==> src/rtl/e203_itcm_icb_arbt_if.sv <==
// ITCM arbiter bus bundle: IFU, LSU and shared ITCM ICB channels.
// slave = arbiter side, master = requester/memory side.
interface e203_itcm_icb_arbt_if #(
  parameter int AW = 16,
  parameter int DW = 64
);
  logic          ifu_cmd_valid;
  logic          ifu_cmd_ready;
  logic [AW-1:0] ifu_cmd_addr;
  logic          ifu_rsp_valid;
  logic          ifu_rsp_ready;
  logic          ifu_rsp_err;
  logic [DW-1:0] ifu_rsp_rdata;

  logic            lsu_cmd_valid;
  logic            lsu_cmd_ready;
  logic [AW-1:0]   lsu_cmd_addr;
  logic            lsu_cmd_read;
  logic [DW-1:0]   lsu_cmd_wdata;
  logic [DW/8-1:0] lsu_cmd_wmask;
  logic            lsu_rsp_valid;
  logic            lsu_rsp_ready;
  logic            lsu_rsp_err;
  logic [DW-1:0]   lsu_rsp_rdata;

  logic            itcm_cmd_valid;
  logic            itcm_cmd_ready;
  logic [AW-1:0]   itcm_cmd_addr;
  logic            itcm_cmd_read;
  logic [DW-1:0]   itcm_cmd_wdata;
  logic [DW/8-1:0] itcm_cmd_wmask;
  logic            itcm_rsp_valid;
  logic            itcm_rsp_ready;
  logic            itcm_rsp_err;
  logic [DW-1:0]   itcm_rsp_rdata;

  logic ifu_holdup;

  modport slave (
    input  ifu_cmd_valid, ifu_cmd_addr,
    output ifu_cmd_ready,
    output ifu_rsp_valid, ifu_rsp_err,
    output ifu_rsp_rdata,
    input  ifu_rsp_ready,
    input  lsu_cmd_valid, lsu_cmd_addr,
    input  lsu_cmd_read, lsu_cmd_wdata,
    input  lsu_cmd_wmask,
    output lsu_cmd_ready,
    output lsu_rsp_valid, lsu_rsp_err,
    output lsu_rsp_rdata,
    input  lsu_rsp_ready,
    output itcm_cmd_valid, itcm_cmd_addr,
    output itcm_cmd_read, itcm_cmd_wdata,
    output itcm_cmd_wmask,
    input  itcm_cmd_ready,
    input  itcm_rsp_valid, itcm_rsp_err,
    input  itcm_rsp_rdata,
    output itcm_rsp_ready,
    output ifu_holdup
  );

  modport master (
    output ifu_cmd_valid, ifu_cmd_addr,
    input  ifu_cmd_ready,
    input  ifu_rsp_valid, ifu_rsp_err,
    input  ifu_rsp_rdata,
    output ifu_rsp_ready,
    output lsu_cmd_valid, lsu_cmd_addr,
    output lsu_cmd_read, lsu_cmd_wdata,
    output lsu_cmd_wmask,
    input  lsu_cmd_ready,
    input  lsu_rsp_valid, lsu_rsp_err,
    input  lsu_rsp_rdata,
    output lsu_rsp_ready,
    input  itcm_cmd_valid, itcm_cmd_addr,
    input  itcm_cmd_read, itcm_cmd_wdata,
    input  itcm_cmd_wmask,
    output itcm_cmd_ready,
    output itcm_rsp_valid, itcm_rsp_err,
    output itcm_rsp_rdata,
    input  itcm_rsp_ready,
    input  ifu_holdup
  );
endinterface

==> src/rtl/e203_itcm_icb_arbt.sv <==
// ITCM ICB arbiter: IFU/LSU onto one ITCM port, in-order rsp routing.
// E203_ITCM_ARB_RR_EN selects round-robin; default is LSU-over-IFU.
module e203_itcm_icb_arbt #(
  parameter int AW   = 16,
  parameter int DW   = 64,
  parameter int OUTS = 2
) (
  input logic clk,
  input logic rst,
  e203_itcm_icb_arbt_if.slave bus
);

  localparam int PW = (OUTS > 1) ? $clog2(OUTS) : 1;

  logic [2:0]      cnt_q, cnt_d;
  logic [PW-1:0]   wptr_q, wptr_d;
  logic [PW-1:0]   rptr_q, rptr_d;
  logic [OUTS-1:0] own_q, own_d;
  logic            hold_q, hold_d;

  logic full, empty, acc_ok;
  logic gnt_ifu, gnt_lsu;
  logic push, pop, head, rsp_on;

  logic [AW-1:0]   addr_g;
  logic [DW-1:0]   wdata_g;
  logic [DW/8-1:0] wmask_g;

  function automatic logic [PW-1:0] nxt(
    input logic [PW-1:0] p
  );
    return (p == PW'(OUTS-1)) ? '0 : p + 1'b1;
  endfunction

  assign full  = (cnt_q == 3'(OUTS));
  assign empty = (cnt_q == 3'd0);

`ifdef E203_ITCM_ARB_RR_EN
  logic rr_q, rr_d;

  assign gnt_lsu = bus.lsu_cmd_valid &
                   (~bus.ifu_cmd_valid | rr_q);
  assign rr_d    = push ? gnt_ifu : rr_q;

  // Pointer aims at the requester not just served.
  always_ff @(posedge clk) begin
    if (rst) rr_q <= 1'b0;
    else     rr_q <= rr_d;
  end
`else
  assign gnt_lsu = bus.lsu_cmd_valid;
`endif

  assign gnt_ifu = bus.ifu_cmd_valid & ~gnt_lsu;

  assign acc_ok = bus.itcm_cmd_ready & ~full & ~rst;

  assign bus.itcm_cmd_valid =
    (bus.ifu_cmd_valid | bus.lsu_cmd_valid) &
    ~full & ~rst;
  assign bus.ifu_cmd_ready = gnt_ifu & acc_ok;
  assign bus.lsu_cmd_ready = gnt_lsu & acc_ok;

  assign addr_g  = gnt_lsu ? bus.lsu_cmd_addr
                           : bus.ifu_cmd_addr;
  assign wdata_g = gnt_lsu ? bus.lsu_cmd_wdata : '0;
  assign wmask_g = gnt_lsu ? bus.lsu_cmd_wmask : '0;

  assign bus.itcm_cmd_addr  = addr_g;
  assign bus.itcm_cmd_read  = gnt_lsu ? bus.lsu_cmd_read
                                      : 1'b1;
  assign bus.itcm_cmd_wdata = wdata_g;
  assign bus.itcm_cmd_wmask = wmask_g;

  assign push = bus.itcm_cmd_valid & bus.itcm_cmd_ready;

  assign head   = own_q[rptr_q];
  assign rsp_on = bus.itcm_rsp_valid & ~empty & ~rst;

  assign bus.ifu_rsp_valid  = rsp_on & ~head;
  assign bus.lsu_rsp_valid  = rsp_on & head;
  assign bus.itcm_rsp_ready = ~empty & ~rst &
    (head ? bus.lsu_rsp_ready : bus.ifu_rsp_ready);

  assign pop = rsp_on & bus.itcm_rsp_ready;

  assign bus.ifu_rsp_err   = bus.itcm_rsp_err;
  assign bus.ifu_rsp_rdata = bus.itcm_rsp_rdata;
  assign bus.lsu_rsp_err   = bus.itcm_rsp_err;
  assign bus.lsu_rsp_rdata = bus.itcm_rsp_rdata;
  assign bus.ifu_holdup    = hold_q;

  // Next-state for owner FIFO and holdup flag.
  always_comb begin
    cnt_d  = cnt_q;
    wptr_d = wptr_q;
    rptr_d = rptr_q;
    own_d  = own_q;
    hold_d = hold_q;
    if (push) begin
      own_d[wptr_q] = gnt_lsu;
      wptr_d        = nxt(wptr_q);
    end
    if (pop) rptr_d = nxt(rptr_q);
    unique case ({push, pop})
      2'b10:   cnt_d = cnt_q + 3'd1;
      2'b01:   cnt_d = cnt_q - 3'd1;
      default: cnt_d = cnt_q;
    endcase
    if (bus.ifu_cmd_valid & bus.ifu_cmd_ready)
      hold_d = 1'b1;
    else if (bus.lsu_cmd_valid & bus.lsu_cmd_ready)
      hold_d = 1'b0;
  end

  // Ownership FIFO and holdup state registers.
  always_ff @(posedge clk) begin
    if (rst) begin
      cnt_q  <= '0;
      wptr_q <= '0;
      rptr_q <= '0;
      own_q  <= '0;
      hold_q <= 1'b0;
    end else begin
      cnt_q  <= cnt_d;
      wptr_q <= wptr_d;
      rptr_q <= rptr_d;
      own_q  <= own_d;
      hold_q <= hold_d;
    end
  end

endmodule

==> src/flat_wrapper.sv <==
// flat-port wrapper written by rule: the top's interface ports become plain ports
module e203_itcm_icb_arbt_flat 
#(
  parameter int AW   = 16,
  parameter int DW   = 64,
  parameter int OUTS = 2
)
  (clk, rst, bus_ifu_cmd_valid, bus_ifu_cmd_addr, bus_ifu_cmd_ready, bus_ifu_rsp_valid, bus_ifu_rsp_err, bus_ifu_rsp_rdata, bus_ifu_rsp_ready, bus_lsu_cmd_valid, bus_lsu_cmd_addr, bus_lsu_cmd_read, bus_lsu_cmd_wdata, bus_lsu_cmd_wmask, bus_lsu_cmd_ready, bus_lsu_rsp_valid, bus_lsu_rsp_err, bus_lsu_rsp_rdata, bus_lsu_rsp_ready, bus_itcm_cmd_valid, bus_itcm_cmd_addr, bus_itcm_cmd_read, bus_itcm_cmd_wdata, bus_itcm_cmd_wmask, bus_itcm_cmd_ready, bus_itcm_rsp_valid, bus_itcm_rsp_err, bus_itcm_rsp_rdata, bus_itcm_rsp_ready, bus_ifu_holdup);
  e203_itcm_icb_arbt_if #(.AW(AW), .DW(DW)) bus_i ();
  input logic clk;
  input logic rst;
  input wire logic [$bits(bus_i.ifu_cmd_valid)-1:0] bus_ifu_cmd_valid;
  input wire logic [$bits(bus_i.ifu_cmd_addr)-1:0] bus_ifu_cmd_addr;
  output wire logic [$bits(bus_i.ifu_cmd_ready)-1:0] bus_ifu_cmd_ready;
  output wire logic [$bits(bus_i.ifu_rsp_valid)-1:0] bus_ifu_rsp_valid;
  output wire logic [$bits(bus_i.ifu_rsp_err)-1:0] bus_ifu_rsp_err;
  output wire logic [$bits(bus_i.ifu_rsp_rdata)-1:0] bus_ifu_rsp_rdata;
  input wire logic [$bits(bus_i.ifu_rsp_ready)-1:0] bus_ifu_rsp_ready;
  input wire logic [$bits(bus_i.lsu_cmd_valid)-1:0] bus_lsu_cmd_valid;
  input wire logic [$bits(bus_i.lsu_cmd_addr)-1:0] bus_lsu_cmd_addr;
  input wire logic [$bits(bus_i.lsu_cmd_read)-1:0] bus_lsu_cmd_read;
  input wire logic [$bits(bus_i.lsu_cmd_wdata)-1:0] bus_lsu_cmd_wdata;
  input wire logic [$bits(bus_i.lsu_cmd_wmask)-1:0] bus_lsu_cmd_wmask;
  output wire logic [$bits(bus_i.lsu_cmd_ready)-1:0] bus_lsu_cmd_ready;
  output wire logic [$bits(bus_i.lsu_rsp_valid)-1:0] bus_lsu_rsp_valid;
  output wire logic [$bits(bus_i.lsu_rsp_err)-1:0] bus_lsu_rsp_err;
  output wire logic [$bits(bus_i.lsu_rsp_rdata)-1:0] bus_lsu_rsp_rdata;
  input wire logic [$bits(bus_i.lsu_rsp_ready)-1:0] bus_lsu_rsp_ready;
  output wire logic [$bits(bus_i.itcm_cmd_valid)-1:0] bus_itcm_cmd_valid;
  output wire logic [$bits(bus_i.itcm_cmd_addr)-1:0] bus_itcm_cmd_addr;
  output wire logic [$bits(bus_i.itcm_cmd_read)-1:0] bus_itcm_cmd_read;
  output wire logic [$bits(bus_i.itcm_cmd_wdata)-1:0] bus_itcm_cmd_wdata;
  output wire logic [$bits(bus_i.itcm_cmd_wmask)-1:0] bus_itcm_cmd_wmask;
  input wire logic [$bits(bus_i.itcm_cmd_ready)-1:0] bus_itcm_cmd_ready;
  input wire logic [$bits(bus_i.itcm_rsp_valid)-1:0] bus_itcm_rsp_valid;
  input wire logic [$bits(bus_i.itcm_rsp_err)-1:0] bus_itcm_rsp_err;
  input wire logic [$bits(bus_i.itcm_rsp_rdata)-1:0] bus_itcm_rsp_rdata;
  output wire logic [$bits(bus_i.itcm_rsp_ready)-1:0] bus_itcm_rsp_ready;
  output wire logic [$bits(bus_i.ifu_holdup)-1:0] bus_ifu_holdup;
  assign bus_i.ifu_cmd_valid = bus_ifu_cmd_valid;
  assign bus_i.ifu_cmd_addr = bus_ifu_cmd_addr;
  assign bus_ifu_cmd_ready = bus_i.ifu_cmd_ready;
  assign bus_ifu_rsp_valid = bus_i.ifu_rsp_valid;
  assign bus_ifu_rsp_err = bus_i.ifu_rsp_err;
  assign bus_ifu_rsp_rdata = bus_i.ifu_rsp_rdata;
  assign bus_i.ifu_rsp_ready = bus_ifu_rsp_ready;
  assign bus_i.lsu_cmd_valid = bus_lsu_cmd_valid;
  assign bus_i.lsu_cmd_addr = bus_lsu_cmd_addr;
  assign bus_i.lsu_cmd_read = bus_lsu_cmd_read;
  assign bus_i.lsu_cmd_wdata = bus_lsu_cmd_wdata;
  assign bus_i.lsu_cmd_wmask = bus_lsu_cmd_wmask;
  assign bus_lsu_cmd_ready = bus_i.lsu_cmd_ready;
  assign bus_lsu_rsp_valid = bus_i.lsu_rsp_valid;
  assign bus_lsu_rsp_err = bus_i.lsu_rsp_err;
  assign bus_lsu_rsp_rdata = bus_i.lsu_rsp_rdata;
  assign bus_i.lsu_rsp_ready = bus_lsu_rsp_ready;
  assign bus_itcm_cmd_valid = bus_i.itcm_cmd_valid;
  assign bus_itcm_cmd_addr = bus_i.itcm_cmd_addr;
  assign bus_itcm_cmd_read = bus_i.itcm_cmd_read;
  assign bus_itcm_cmd_wdata = bus_i.itcm_cmd_wdata;
  assign bus_itcm_cmd_wmask = bus_i.itcm_cmd_wmask;
  assign bus_i.itcm_cmd_ready = bus_itcm_cmd_ready;
  assign bus_i.itcm_rsp_valid = bus_itcm_rsp_valid;
  assign bus_i.itcm_rsp_err = bus_itcm_rsp_err;
  assign bus_i.itcm_rsp_rdata = bus_itcm_rsp_rdata;
  assign bus_itcm_rsp_ready = bus_i.itcm_rsp_ready;
  assign bus_ifu_holdup = bus_i.ifu_holdup;
  e203_itcm_icb_arbt #(.AW(AW), .DW(DW), .OUTS(OUTS)) u_core (.clk(clk), .rst(rst), .bus(bus_i));
endmodule
==> config.mk <==
export PLATFORM = sky130hd
export DESIGN_NAME = e203_itcm_icb_arbt_flat
export DESIGN_NICKNAME = d
export VERILOG_FILES = /design/src/rtl/e203_itcm_icb_arbt_if.sv /design/src/rtl/e203_itcm_icb_arbt.sv /design/src/flat_wrapper.sv
export SDC_FILE = /design/constraint.sdc
export NUM_CORES = 1
export LEC_CHECK = 0
export BUFFER_PORTS_ARGS = -buffer_cell sky130_fd_sc_hd__buf_4
export CORE_AREA = 2 2 155 157
export DETAILED_ROUTE_END_ITERATION = 10
export DIE_AREA = 0 0 157 159
export SLEW_MARGIN = 20
export SYNTH_ARGS = -nofsm -noshare
export SYNTH_HDL_FRONTEND = slang
export SYNTH_SLANG_ARGS = --single-unit
==> constraint.sdc <==
create_clock -name clk -period 3.1 [get_ports clk]
set_input_delay 0.155 -clock clk [delete_from_list [all_inputs] [get_ports clk]]
set_output_delay 0.155 -clock clk [all_outputs]
set_load 0.1 [all_outputs]
==> results.md, run 1 <==
- Counting flops and latches in the post-synthesis netlist gives 8.
- After routing, the total negative slack on setup checks comes to 0 ps.
- Along the worst hold path, the cell count comes to 2.
- For hold timing, the worst endpoint is u_core.rptr_q.
- The largest area contributor in the netlist is sky130_fd_sc_hd__buf_4.
- The classification of the worst setup path is reg -> reg.
- The number of max-capacitance violations reported is 0.
- The final critical path takes up 73.7% of the cycle.
- Power spread over the standard cell area amounts to approximately 380 nW/µm².
- The largest clock skew in the final design is 0.303 ps.
- STA classifies the critical path startpoint as a flip-flop.
- Registers take 160 µm².
- The post-CTS resize count is 0.
- The iteration-0 DRC count of the detailed router is 49.
- In this run the critical register-to-register path is captured at u_core.cnt_q[2].
- The number of nets in the synthesized netlist is about 460.
- The max-slew violation count is 0.
- The number of clock sinks is 8.
- STA puts the critical path data required time at ~3300 ps.
- Across all layers, the routed design uses a little under 2000 vias.
- The clock passes through at most 2 buffers.
- The number of global-route vias before repair was around 2100.
- After synthesis the cells add up to 2100 µm².
- The number of hold buffers added after cts is 0.
- For the pin with the worst max-slew slack, the measured transition is 621 ps.
- Of the synthesized area, sequential elements account for between 7 and 8%.
- The tightest min-delay check is of the in -> reg type.
- The proportion of synthesized flip-flops having asynchronous set or reset is 0%.
- The worst hold path begins at rst.
- The cell type of the slowest stage on the worst timing path is sky130_fd_sc_hd__fa_1.
- Setup violations remaining at the end of the flow were counted as 0.
- The root buffer cell is sky130_fd_sc_hd__clkbuf_16.
- The area growth from synthesis to layout is 48.8%.
- The number of enable flip-flop cells after synthesis is 0.
- The worst setup path is captured at a flip-flop.
- The overall global routing resource usage is approximately 7%.
- Timing would allow up to between 400 and 500 MHz.
- The delay of the slowest cell on the worst path is around 380 ps.
- The first global-routing pass estimated between 10000 and 15000 µm of wire.
- The cell area reported after detailed placement is roughly 3100 µm².
- The per-cell routed wire length is 13.8 µm.
- The commonest cells after synthesis are sky130_fd_sc_hd__buf_4, sky130_fd_sc_hd__and2_1, sky130_fd_sc_hd__mux2_2.
- After synthesis, the largest area contributor takes up 46.5% of total cell area.
- The die covers approximately 25000 µm².
- Among all cell types in the netlist, the one instantiated most often is sky130_fd_sc_hd__buf_4.
- For this design the static power due to leakage is between 1 and 1.5 nW.
- The number of buffers added for setup after CTS is 0.
- In this run the critical register-to-register path is launched from u_core.cnt_q[1].
- The number of clock buffers inserted by TritonCTS is 3.
- Before antenna repair, the detailed router went through 4 iterations.
- The internal reg-to-reg setup slack is 820 ps.
- The number of nets in the layout is roughly 540.
- In this design, the largest share of critical-path delay is due to simple AND/OR/NAND/NOR gates.
- The most used flip-flop cell after synthesis is sky130_fd_sc_hd__dfxtp_1.
- TritonCTS built the clock tree.
- The y dimension of the die is between 150 and 200 µm.
- The data arrival time at the worst-slack endpoint is around 2500 ps.
- The number of different library cells used by synthesis comes to 27.
- The pin count of the biggest net entering global routing is 78.
- The run finished with clean final reports.
- The cell row count is between 50 and 60.
- The logic depth of the worst register-to-register path is 9.
- Sorting the synthesized cells by area gives the leading types as sky130_fd_sc_hd__buf_4, sky130_fd_sc_hd__and2_1, sky130_fd_sc_hd__mux2_2, sky130_fd_sc_hd__dfxtp_1, sky130_fd_sc_hd__clkbuf_1.
- Pin placement for this block handled between 400 and 500 I/O pins.
- The average cell area after synthesis is 7.42 µm².
- The initial antenna violation count is 0.
- Using the TritonRoute via totals, the vias-per-cell ratio works out to roughly 2.9.
- The effective utilization at floorplan is 9.06%.
- The repair_antennas step left the layout with diodes totalling 0.
- Routability-driven placement finished with a final weighted congestion of 0.726.
- Across the VDD grid, the largest voltage drop is between 0.00015 and 0.0002 V.
- The number of buffers and inverters on the critical path is 1.
- The final design instance area without fill is between 3000 and 4000 µm².
- The final number of hold-violating endpoints came to 0.
- After clock tree synthesis, the clock-pin slew on the worst setup and hold paths is ~40 ps.
- Of all nets on the critical path, the largest fanout is 6.
- The aggregate routed wire length is just over 9000 µm.
- The total overflow left after global routing is 0.
- The horizontal die dimension is ~160 µm.
- The count of nets left with antenna violations once routing finished came out at 0.
- Measured against its own limit, the worst slew margin works out to about three fifths.
- The critical path goes through nor3b_1 > nor3b_2 > o21ai_1 > ha_1 > inv_1 > fa_1 > xor2_1 > or3_1 > a21oi_1.
- The area of the multi-input gates is 903 µm².
- The clock period could shrink to between 2000 and 2500 ps.
- The count of warnings emitted by yosys is 0.
- The number of instances in the synthesized netlist is around 280.
- Cells with a size suffix above 1 make up approximately 66% of the layout.
- Summed over all nets, the half-perimeter wirelength after detailed placement is slightly above 8000 µm.
- The filler cell count is around 2700.
- The core footprint is about 23000 µm².
- Setup repair after global routing left no endpoint under its margin.
- The insertion delay of the later-clocked pin in the worst-skew pair is 230 ps.
- The number of buffer cells added on primary ports is about 210.
- CTS built an H-tree with a depth of 1.
- The post-detailed-route DRC marker count is 0.
flip-flops by register name, indices dropped and copies added, names as in the netlist:
signal                 count
u_core.bus.ifu_holdup      1
u_core.cnt_q               3
u_core.own_q               2
u_core.rptr_q              1
u_core.wptr_q              1
where the power goes:
group	switching, W	leakage (nW)	internal, W	total [W]
Sequential	0.00000636	0.0653	0.000110	0.000117
Combinational	0.000626	1.39	0.000228	0.000855
Clock	0.0000515	0.0370	0.000166	0.000218
worst max path at each step:
stage,startpoint,to,slack [ps],cells past startpoint
floorplan,bus_lsu_cmd_valid,bus_itcm_cmd_valid,410,3
global placement,u_core.cnt_q[1],u_core.cnt_q[2],870,9
detailed placement,u_core.cnt_q[1],u_core.cnt_q[2],810,9
CTS,u_core.cnt_q[1],u_core.cnt_q[2],800,9
global route,u_core.cnt_q[1],u_core.cnt_q[2],590,9
finish,u_core.cnt_q[1],u_core.cnt_q[2],820,9
worst register-to-register path: cells and delay by family (launching register included):
family | cells | cell delay, ps
flip-flops | 1 | 360
AND/OR/NAND/NOR | 3 | 750
buffers and inverters | 1 | 60
adder cells (fa/ha/maj) | 2 | 610
XOR/XNOR | 1 | 160
AO/OA/AOI/OAI | 2 | 290
metal layers:
layer	up-vias	track usage (%)	part of all wire, %	routed length, µm
li1	891	-	-	-
met1	808	7.40	35	3230
met2	219	10.7	44	4110
met3	23	6.15	20	1890
met4	0	1.08	0.98	91
met5	-	0	0	0
cell usage in the layout (no fill, tap or decap), types with 3 or more instances in the layout:
cell type,Yosys,layout
sky130_fd_sc_hd__a21oi_1,3,3
sky130_fd_sc_hd__and2_1,73,73
sky130_fd_sc_hd__buf_4,130,209
sky130_fd_sc_hd__clkbuf_16,0,3
sky130_fd_sc_hd__dfxtp_1,8,8
sky130_fd_sc_hd__inv_1,5,5
sky130_fd_sc_hd__mux2_2,16,16
sky130_fd_sc_hd__nand2_1,4,4
sky130_fd_sc_hd__nor2_1,8,8
sky130_fd_sc_hd__or3_1,3,3
area by class of cell:
class                      count  area share, %
timing repair buffer         209           50.2
clock buffer                   3           2.40
multi-input combinational    129           28.9
inverter                       5          0.600
tap                          319           12.8
sequential                     8           5.12
cells by family (layout without fill, tap and decap cells):
kind of cell	count (synthesis)	in the layout	share of synthesized area [%]
AOI/OAI and AO/OA	9	9	2.80
buffers and inverters	146	217	49.4
DFF	8	8	7.62
muxes	19	19	10.2
adders and majority gates	2	2	1.55
xor gates and xnor gates	2	2	0.834
and+or+nand+nor	97	97	27.6
through the flow:
| stage | util [%] | instances | power [W] | setup WS [ps] | hold WS [ps] |
|---|---|---|---|---|---|
| 2_1_floorplan | - | 283 | 0.00153 | 410 | 344 |
| 3_3_place_gp | 13.2 | 670 | 0.000976 | 872 | 311 |
| 3_5_place_dp | 13.2 | 670 | 0.000978 | 808 | 311 |
| 4_1_cts | 13.5 | 673 | 0.00120 | 802 | 167 |
| 5_1_grt | 13.5 | 673 | 0.00124 | 590 | 180 |
| 6_report | 13.5 | 673 | 0.00119 | 815 | 168 |
Note: power is estimated with default switching activity, not from simulation.
==> inputs of run 2 (changes only) <==
--- a/config.mk
+++ b/config.mk
@@ -6,9 +6,9 @@
 export NUM_CORES = 1
 export LEC_CHECK = 0
 export BUFFER_PORTS_ARGS = -buffer_cell sky130_fd_sc_hd__buf_4
-export CORE_AREA = 2 2 155 157
+export CORE_AREA = 2 2 158 160
 export DETAILED_ROUTE_END_ITERATION = 10
-export DIE_AREA = 0 0 157 159
+export DIE_AREA = 0 0 160 162
 export SLEW_MARGIN = 20
 export SYNTH_ARGS = -nofsm -noshare
 export SYNTH_HDL_FRONTEND = slang
==> constraint.sdc (replaced) <==
create_clock -name clk -period 1.84 [get_ports clk]
set_input_delay 0.092 -clock clk [delete_from_list [all_inputs] [get_ports clk]]
set_output_delay 0.092 -clock clk [all_outputs]
set_load 0.1 [all_outputs]
==> run 2 against run 1 <==
The flow now finishes with violations (negative setup slack). Sequential share of layout area shrank 0.13 points. Largest power group unchanged. Clock power grew 67%. Total power grew 71%.
==> results.md, run 2 (same netlist as run 1, synthesis figures left out) <==
- The worst-margin pin slew is roughly 370 ps.
- Measured against its own limit, the worst slew margin works out to between 70% and 80%.
- Entering global routing, the biggest net connects 93 pins.
- The design draws 0.00203 W.
- In the layout the commonest cells are sky130_fd_sc_hd__buf_4, sky130_fd_sc_hd__and2_1, sky130_fd_sc_hd__mux2_2, sky130_fd_sc_hd__nor2_1, sky130_fd_sc_hd__dfxtp_1.
- The capturing element type of the critical path is a flip-flop.
- The data arrival time at the worst-slack endpoint is between 2000 and 2500 ps.
- For this run, the detailed router's first-pass iteration total came to 4.
- The number of global-route vias before repair is 2218.
- Prior to clock tree synthesis, the placed netlist has a worst setup slack of -220 ps.
- The clock tree from TritonCTS is yes.
- The via total after detailed routing is between 2000 and 2500.
- a little over 400 I/O pins were placed.
- The detailed placement HPWL is about 8700 µm.
- The detail route stage leaves a number of antenna-violating nets equal to 0.
- Max-cap violations in this run came to 0.
- The slowest stage of the critical path is the sky130_fd_sc_hd__dfxtp_2 cell.
- The cell area reported after detailed placement is approximately 3200 µm².
- The number of buffers and inverters on the critical path is 1.
- The flip-flop count of the largest register, all copies and words added is 3.
- The classification of the worst setup path is reg -> reg.
- The placer's final routability congestion estimate is 0.820.
- The initial antenna violation count is 0.
- The later pin in the worst-skew pair is clocked with a latency of about 230 ps.
- The number of clock buffers inserted by TritonCTS is 3.
- The clock transition at the registers of the reported paths is about 40 ps.
- The number of buffer cells added on primary ports is between 200 and 250.
- The cell row count is 57.
- Across all setup checks in the final design, the least slack found is -199 ps.
- The aggregate routed wire length is 9990 µm.
- After layout, the worst path uses 111% of the clock period.
- The launching element type of the critical path is a flip-flop.
- Global routing used 7.15% of the available tracks across all layers.
- The number of nets in the layout is about 550.
- The final critical path time including I/O delays and setup is 2040 ps.
- The y dimension of the die is about 160 µm.
- The core footprint is about 24000 µm².
- Relative to the synthesized area, the layout overhead comes to 55.0%.
- The per-cell routed wire length is around 15 µm.
- The effective utilization at floorplan is 8.71%.
- The largest registers in the layout are u_core.cnt_q (3), u_core.own_q (2).
- The fraction of final layout cells with drive strength greater than 1 is 69.5%.
- The largest register by flop count is u_core.cnt_q.
- The static power due to leakage is about 1.5 nW.
- Setup repair after global routing could not meet its margin everywhere.
- The share of the core filled with cells in the final layout is roughly 14%.
- After detailed routing, the number of remaining DRC violations is 0.
- The total die area is 25900 µm².
- The total of endpoints with negative setup slack in the final report is 2.
- In this run the horizontal extent of the chip is 160 µm.
- The final number of hold-violating endpoints is 0.
- The worst-path maximum fanout is 3.
- The remaining global-route overflow is 0.
- Across the routed clock network, the largest skew measured is ~1.1 ps.
- The required time reported for the critical path endpoint is approximately 2000 ps.
- The signal on the critical path passes through mux2i_2 > mux2i_2 > nor2_1 > ha_2 > inv_2 > fa_2 > xor2_1 > or3_1 > a21oi_1.
- The total power density per cell area is about 620 nW/µm².
- The maximum number of buffers from clock root to sink is 2.
- Across the VDD grid, the largest voltage drop is between 0.0002 and 0.00025 V.
- The root buffer cell is sky130_fd_sc_hd__clkbuf_16.
- The iteration-0 DRC count of the detailed router is 40.
- The max-slew violation count is 0.
- Based on the critical path, the design can be clocked at up to roughly 500 MHz.
- Summing all non-filler instances in the final layout gives an area of ~3300 µm².
- The final reports fail on negative setup slack.
- The number of antenna repair diodes is 0.
- The run finished, with violations left.
- Leaving out fill and tap cells, the most frequent cell in the layout is sky130_fd_sc_hd__buf_4.
- The path category of the worst min-delay check is in -> out.
- The delay of the slowest cell on the worst path is 340 ps.
- The number of clock sinks is 8.
- Broken down by cell family, the worst path's largest delay share belongs to adder cells.
- The number of hold buffers added after cts is 0.
- Dividing the detail-routed via count by the number of cells gives approximately 3.
- The most numerous cell type found on the critical path is sky130_fd_sc_hd__mux2i_2.
- The layout has approximately 2800 filler cells.
- In this run the number of H-tree levels came out at 1.
- The wire length of the first global-routing pass is 13700 µm.
run 2: cell count changes in the layout (fill, tap and decap cells not counted), sizes merged:
cell,change
buf,+10
run 2: area by class of cell:
cell class	count	area [µm²]	area share, %
tap	324	405	12.5
clock buffer	3	75.1	2.31
timing repair buffer	219	1660	50.9
sequential	8	163	5.00
multi-input combinational	129	937	28.8
inverter	5	18.8	0.576
run 2: per-layer routing:
metal,track usage (%),part of all wire (%),vias to the layer above
met5,0.379,0,-
met4,2.66,3.1,0
met3,5.90,19,46
met2,12.1,47,203
met1,6.25,31,868
li1,-,-,911
run 2: through the flow:
stage	cells	hold WS, ps	TNS (ps)
after floorplan	283	281	-338
after global placement	684	185	-202
after detailed placement	684	185	-283
after CTS	687	185	-244
after global routing	688	184	-449
final	688	184	-230
run 2: path summary, 6_finish.rpt:
path	start	endpoint	cells after the start	slack, ps
worst max-delay path	u_core.rptr_q	u_core.cnt_q[2]	9	-200
worst min-delay path	bus_itcm_rsp_rdata[19]	bus_ifu_rsp_rdata[19]	0	180
worst max register to register	u_core.rptr_q	u_core.cnt_q[2]	9	-200
worst min register to register	u_core.wptr_q	u_core.wptr_q	1	500
run 2: repair_timing:
item | CTS | global route
hold endpoints to repair | 0 | 0
buffers inserted | 0 | 1
setup endpoints to repair | 2 | 2
pin swaps | 5 | 1
gates resized for setup | 2 | 1
run 2: report_power, final:
group | total (W) | leakage [nW] | internal (W) | switching (W)
logic | 0.00147 | 1.44 | 0.000408 | 0.00106
clock network | 0.000363 | 0.0370 | 0.000280 | 0.0000830
registers | 0.000199 | 0.0663 | 0.000187 | 0.0000119
total | 0.00203 | 1.55 | 0.000874 | 0.00116
==> inputs of run 3 (changes only) <==
--- a/config.mk
+++ b/config.mk
@@ -6,9 +6,9 @@
 export NUM_CORES = 1
 export LEC_CHECK = 0
 export BUFFER_PORTS_ARGS = -buffer_cell sky130_fd_sc_hd__buf_4
-export CORE_AREA = 2 2 158 160
+export CORE_AREA = 2 2 157 159
 export DETAILED_ROUTE_END_ITERATION = 10
-export DIE_AREA = 0 0 160 162
+export DIE_AREA = 0 0 159 161
 export SLEW_MARGIN = 20
 export SYNTH_ARGS = -nofsm -noshare
 export SYNTH_HDL_FRONTEND = slang
==> constraint.sdc (replaced) <==
create_clock -name clk -period 2.27 [get_ports clk]
set_input_delay 0.1135 -clock clk [delete_from_list [all_inputs] [get_ports clk]]
set_output_delay 0.1135 -clock clk [all_outputs]
set_load 0.1 [all_outputs]
==> run 3 against run 2 <==
The flow now finishes without violations. Via count decreased by 4.6%. Global-route usage decreased by 1.3 points. Clock skew about the same. Die area is 1.2% lower. Wire length down 19%. Final area decreased by 2.1%. Fmax down 5.3%. Non-clock buffer count down 6. First-iteration DRC count decreased by 13%. Largest cell class unchanged. Highest routed layer unchanged.
==> results.md, run 3 (same netlist as run 1, synthesis figures left out) <==
- The horizontal die dimension is 159 µm.
- The delay of the slowest cell on the worst path is approximately 380 ps.
- The die covers 25600 µm².
- The total power density per cell area is between 500 and 600 nW/µm².
- After clock tree synthesis, the clock-pin slew on the worst setup and hold paths is 40 ps.
- For this design the static power due to leakage is 1.51 nW.
- The number of clock buffers inserted by TritonCTS is 3.
- The number of buffer cells added on primary ports is 208.
- The required time reported for the critical path endpoint is about 2400 ps.
- The final critical path time including I/O delays and setup is roughly 2200 ps.
- The initial antenna violation count is 0.
- The worst-margin pin slew is 733 ps.
- The post-detailed-route DRC marker count is 0.
- The cell type of the slowest stage on the worst timing path is sky130_fd_sc_hd__fa_1.
- From bottom edge to top edge, the die measures 161 µm.
- The final number of hold-violating endpoints was 0.
- The capturing element type of the critical path is a flip-flop.
- The wire length of the first global-routing pass is ~12000 µm.
- The max-slew violation count came to 0.
- In the layout the commonest cells are sky130_fd_sc_hd__buf_4, sky130_fd_sc_hd__and2_1, sky130_fd_sc_hd__mux2_2, sky130_fd_sc_hd__nor2_1, sky130_fd_sc_hd__dfxtp_1.
- The number of max-capacitance violations reported is 0.
- The largest registers in the layout are u_core.cnt_q (3), u_core.own_q (2).
- The number of placed instances, taps included, is 678.
- The largest register by flop count is u_core.cnt_q.
- The routed design has between 8000 and 9000 µm of wire.
- Detailed placement ended at an HPWL of 7100 µm.
- The cell row count is 57.
- The count of cells in the finished layout, fillers not included, comes to 682.
- For this block, the via count after detailed routing is 1934.
- Clock tree synthesis selected as its root buffer the cell sky130_fd_sc_hd__clkbuf_16.
- The number of top-level pins is a little over 400.
- From synthesis to final layout, the design area changed by 51.7%.
- The count of buffer and inverter cells on the critical path is 1.
- The number of hold buffers added after cts is 0.
- Entering global routing, the biggest net connects between 90 and 100 pins.
- Prior to clock tree synthesis, the placed netlist has a worst setup slack of 29.3 ps.
- Before antenna repair, the detailed router went through 4 iterations.
- The worst-path maximum fanout is 4.
- The worst path setup slack after routing is roughly 120 ps.
- The per-cell via count in the routed design is about 2.8.
- The floorplan step defined a core boundary enclosing between 20000 and 25000 µm².
- The clock passes through at most 2 buffers.
- The share of the core filled with cells in the final layout is a little over an eighth.
- The remaining global-route overflow is 0.
- The worst pin sits at a relative slew slack of between 50% and 60%.
- STA classifies the critical path startpoint as a flip-flop.
- The run finished with clean final reports.
- The overall global routing resource usage is under 10%.
- The insertion delay of the later-clocked pin in the worst-skew pair is roughly 230 ps.
- The peak ir drop on the vdd network is about 0.00017 V.
- In this design, the largest share of critical-path delay is due to adder cells.
- The level count of the clock H-tree is 1.
- The tree built by TritonCTS fans out to 8 sinks.
- The placer's final routability congestion estimate is ~0.76.
- The initial utilization of the core area, before any placement, comes to about 8.8%.
- The path category of the worst min-delay check is in -> reg.
- The commonest non-fill, non-tap cell in the layout is sky130_fd_sc_hd__buf_4.
- The total of endpoints with negative setup slack in the final report is 0.
- The number of nets in the layout is 540.
- The critical path is of the reg -> reg type.
- In this run the remaining antenna-violating nets after routing total 0.
- The fraction of final layout cells with drive strength greater than 1 is 67.3%.
- TritonCTS built the clock tree.
- The final worst hold slack is approximately 110 ps.
- The iteration-0 DRC count of the detailed router is 35.
- Traced cell by cell, the critical path runs through mux2i_4 > mux2i_2 > nor2_1 > ha_2 > inv_1 > fa_1 > xor2_1 > or3_1 > a21oi_1.
- The per-cell routed wire length is roughly 12 µm.
- For the final database, setup skew stands at 1.50 ps.
- After layout, the worst path uses between 90% and 100% of the clock period.
- The number of global-route vias before repair came to between 2000 and 2500.
- The register with the most flip-flops in the layout has 3 of them.
- 0 antenna diodes ended up in the layout.
- Total power for the finished layout comes to about 0.0016 W.
- Static timing analysis puts the maximum clock frequency at roughly 460 MHz.
- At the worst endpoint, the arrival time is roughly 2300 ps.
[run 3: changes by cell type in the layout (fill, tap and decap cells not counted), sizes merged]
cell	previous run	this run
buf	219	213
[run 3: per-layer routing]
metal,routed length (µm),vias to the layer above,global-route usage (%)
met4,279,0,2.64
met5,0,-,0
li1,-,900,-
met3,1590,42,4.49
met2,3810,200,9.58
met1,2420,792,5.30
[run 3: path summary, 6_finish.rpt]
path                      to  cells after the start  slack [ps]           from
max          u_core.cnt_q[2]                      9         120  u_core.rptr_q
min            u_core.rptr_q                      2         110            rst
max reg2reg  u_core.cnt_q[2]                      9         120  u_core.rptr_q
min reg2reg    u_core.wptr_q                      1         500  u_core.wptr_q
[run 3: per-stage QoR]
stage	cell area (µm²)	setup TNS [ps]
3_3_place_gp	3080	0
3_5_place_dp	3080	0
5_1_grt	3190	-30.2
2_1_floorplan	2110	0
4_1_cts	3160	0
6_report	3190	0
[run 3: cell type report]
cell class              instances  area [µm²]
inverters                       5        18.8
multi-input cells             129         927
repair buffers                213        1600
well taps                     324         405
fillers                      2813       20800
clock buffers                   3        75.1
flip-flops and latches          8         161
[run 3: what timing repair did]
action / 4_1_cts / 5_1_grt
buffers inserted: 0 / 1
setup endpoints to repair: 0 / 1
resized for setup: 0 / 5
hold endpoints to repair: 0 / 0
[run 3: where the power goes]
part	internal (W)	leakage (nW)	total, W	switching, W
Clock	0.000227	0.0370	0.000298	0.0000707
Sequential	0.000151	0.0658	0.000161	0.00000963
Combinational	0.000318	1.41	0.00117	0.000849
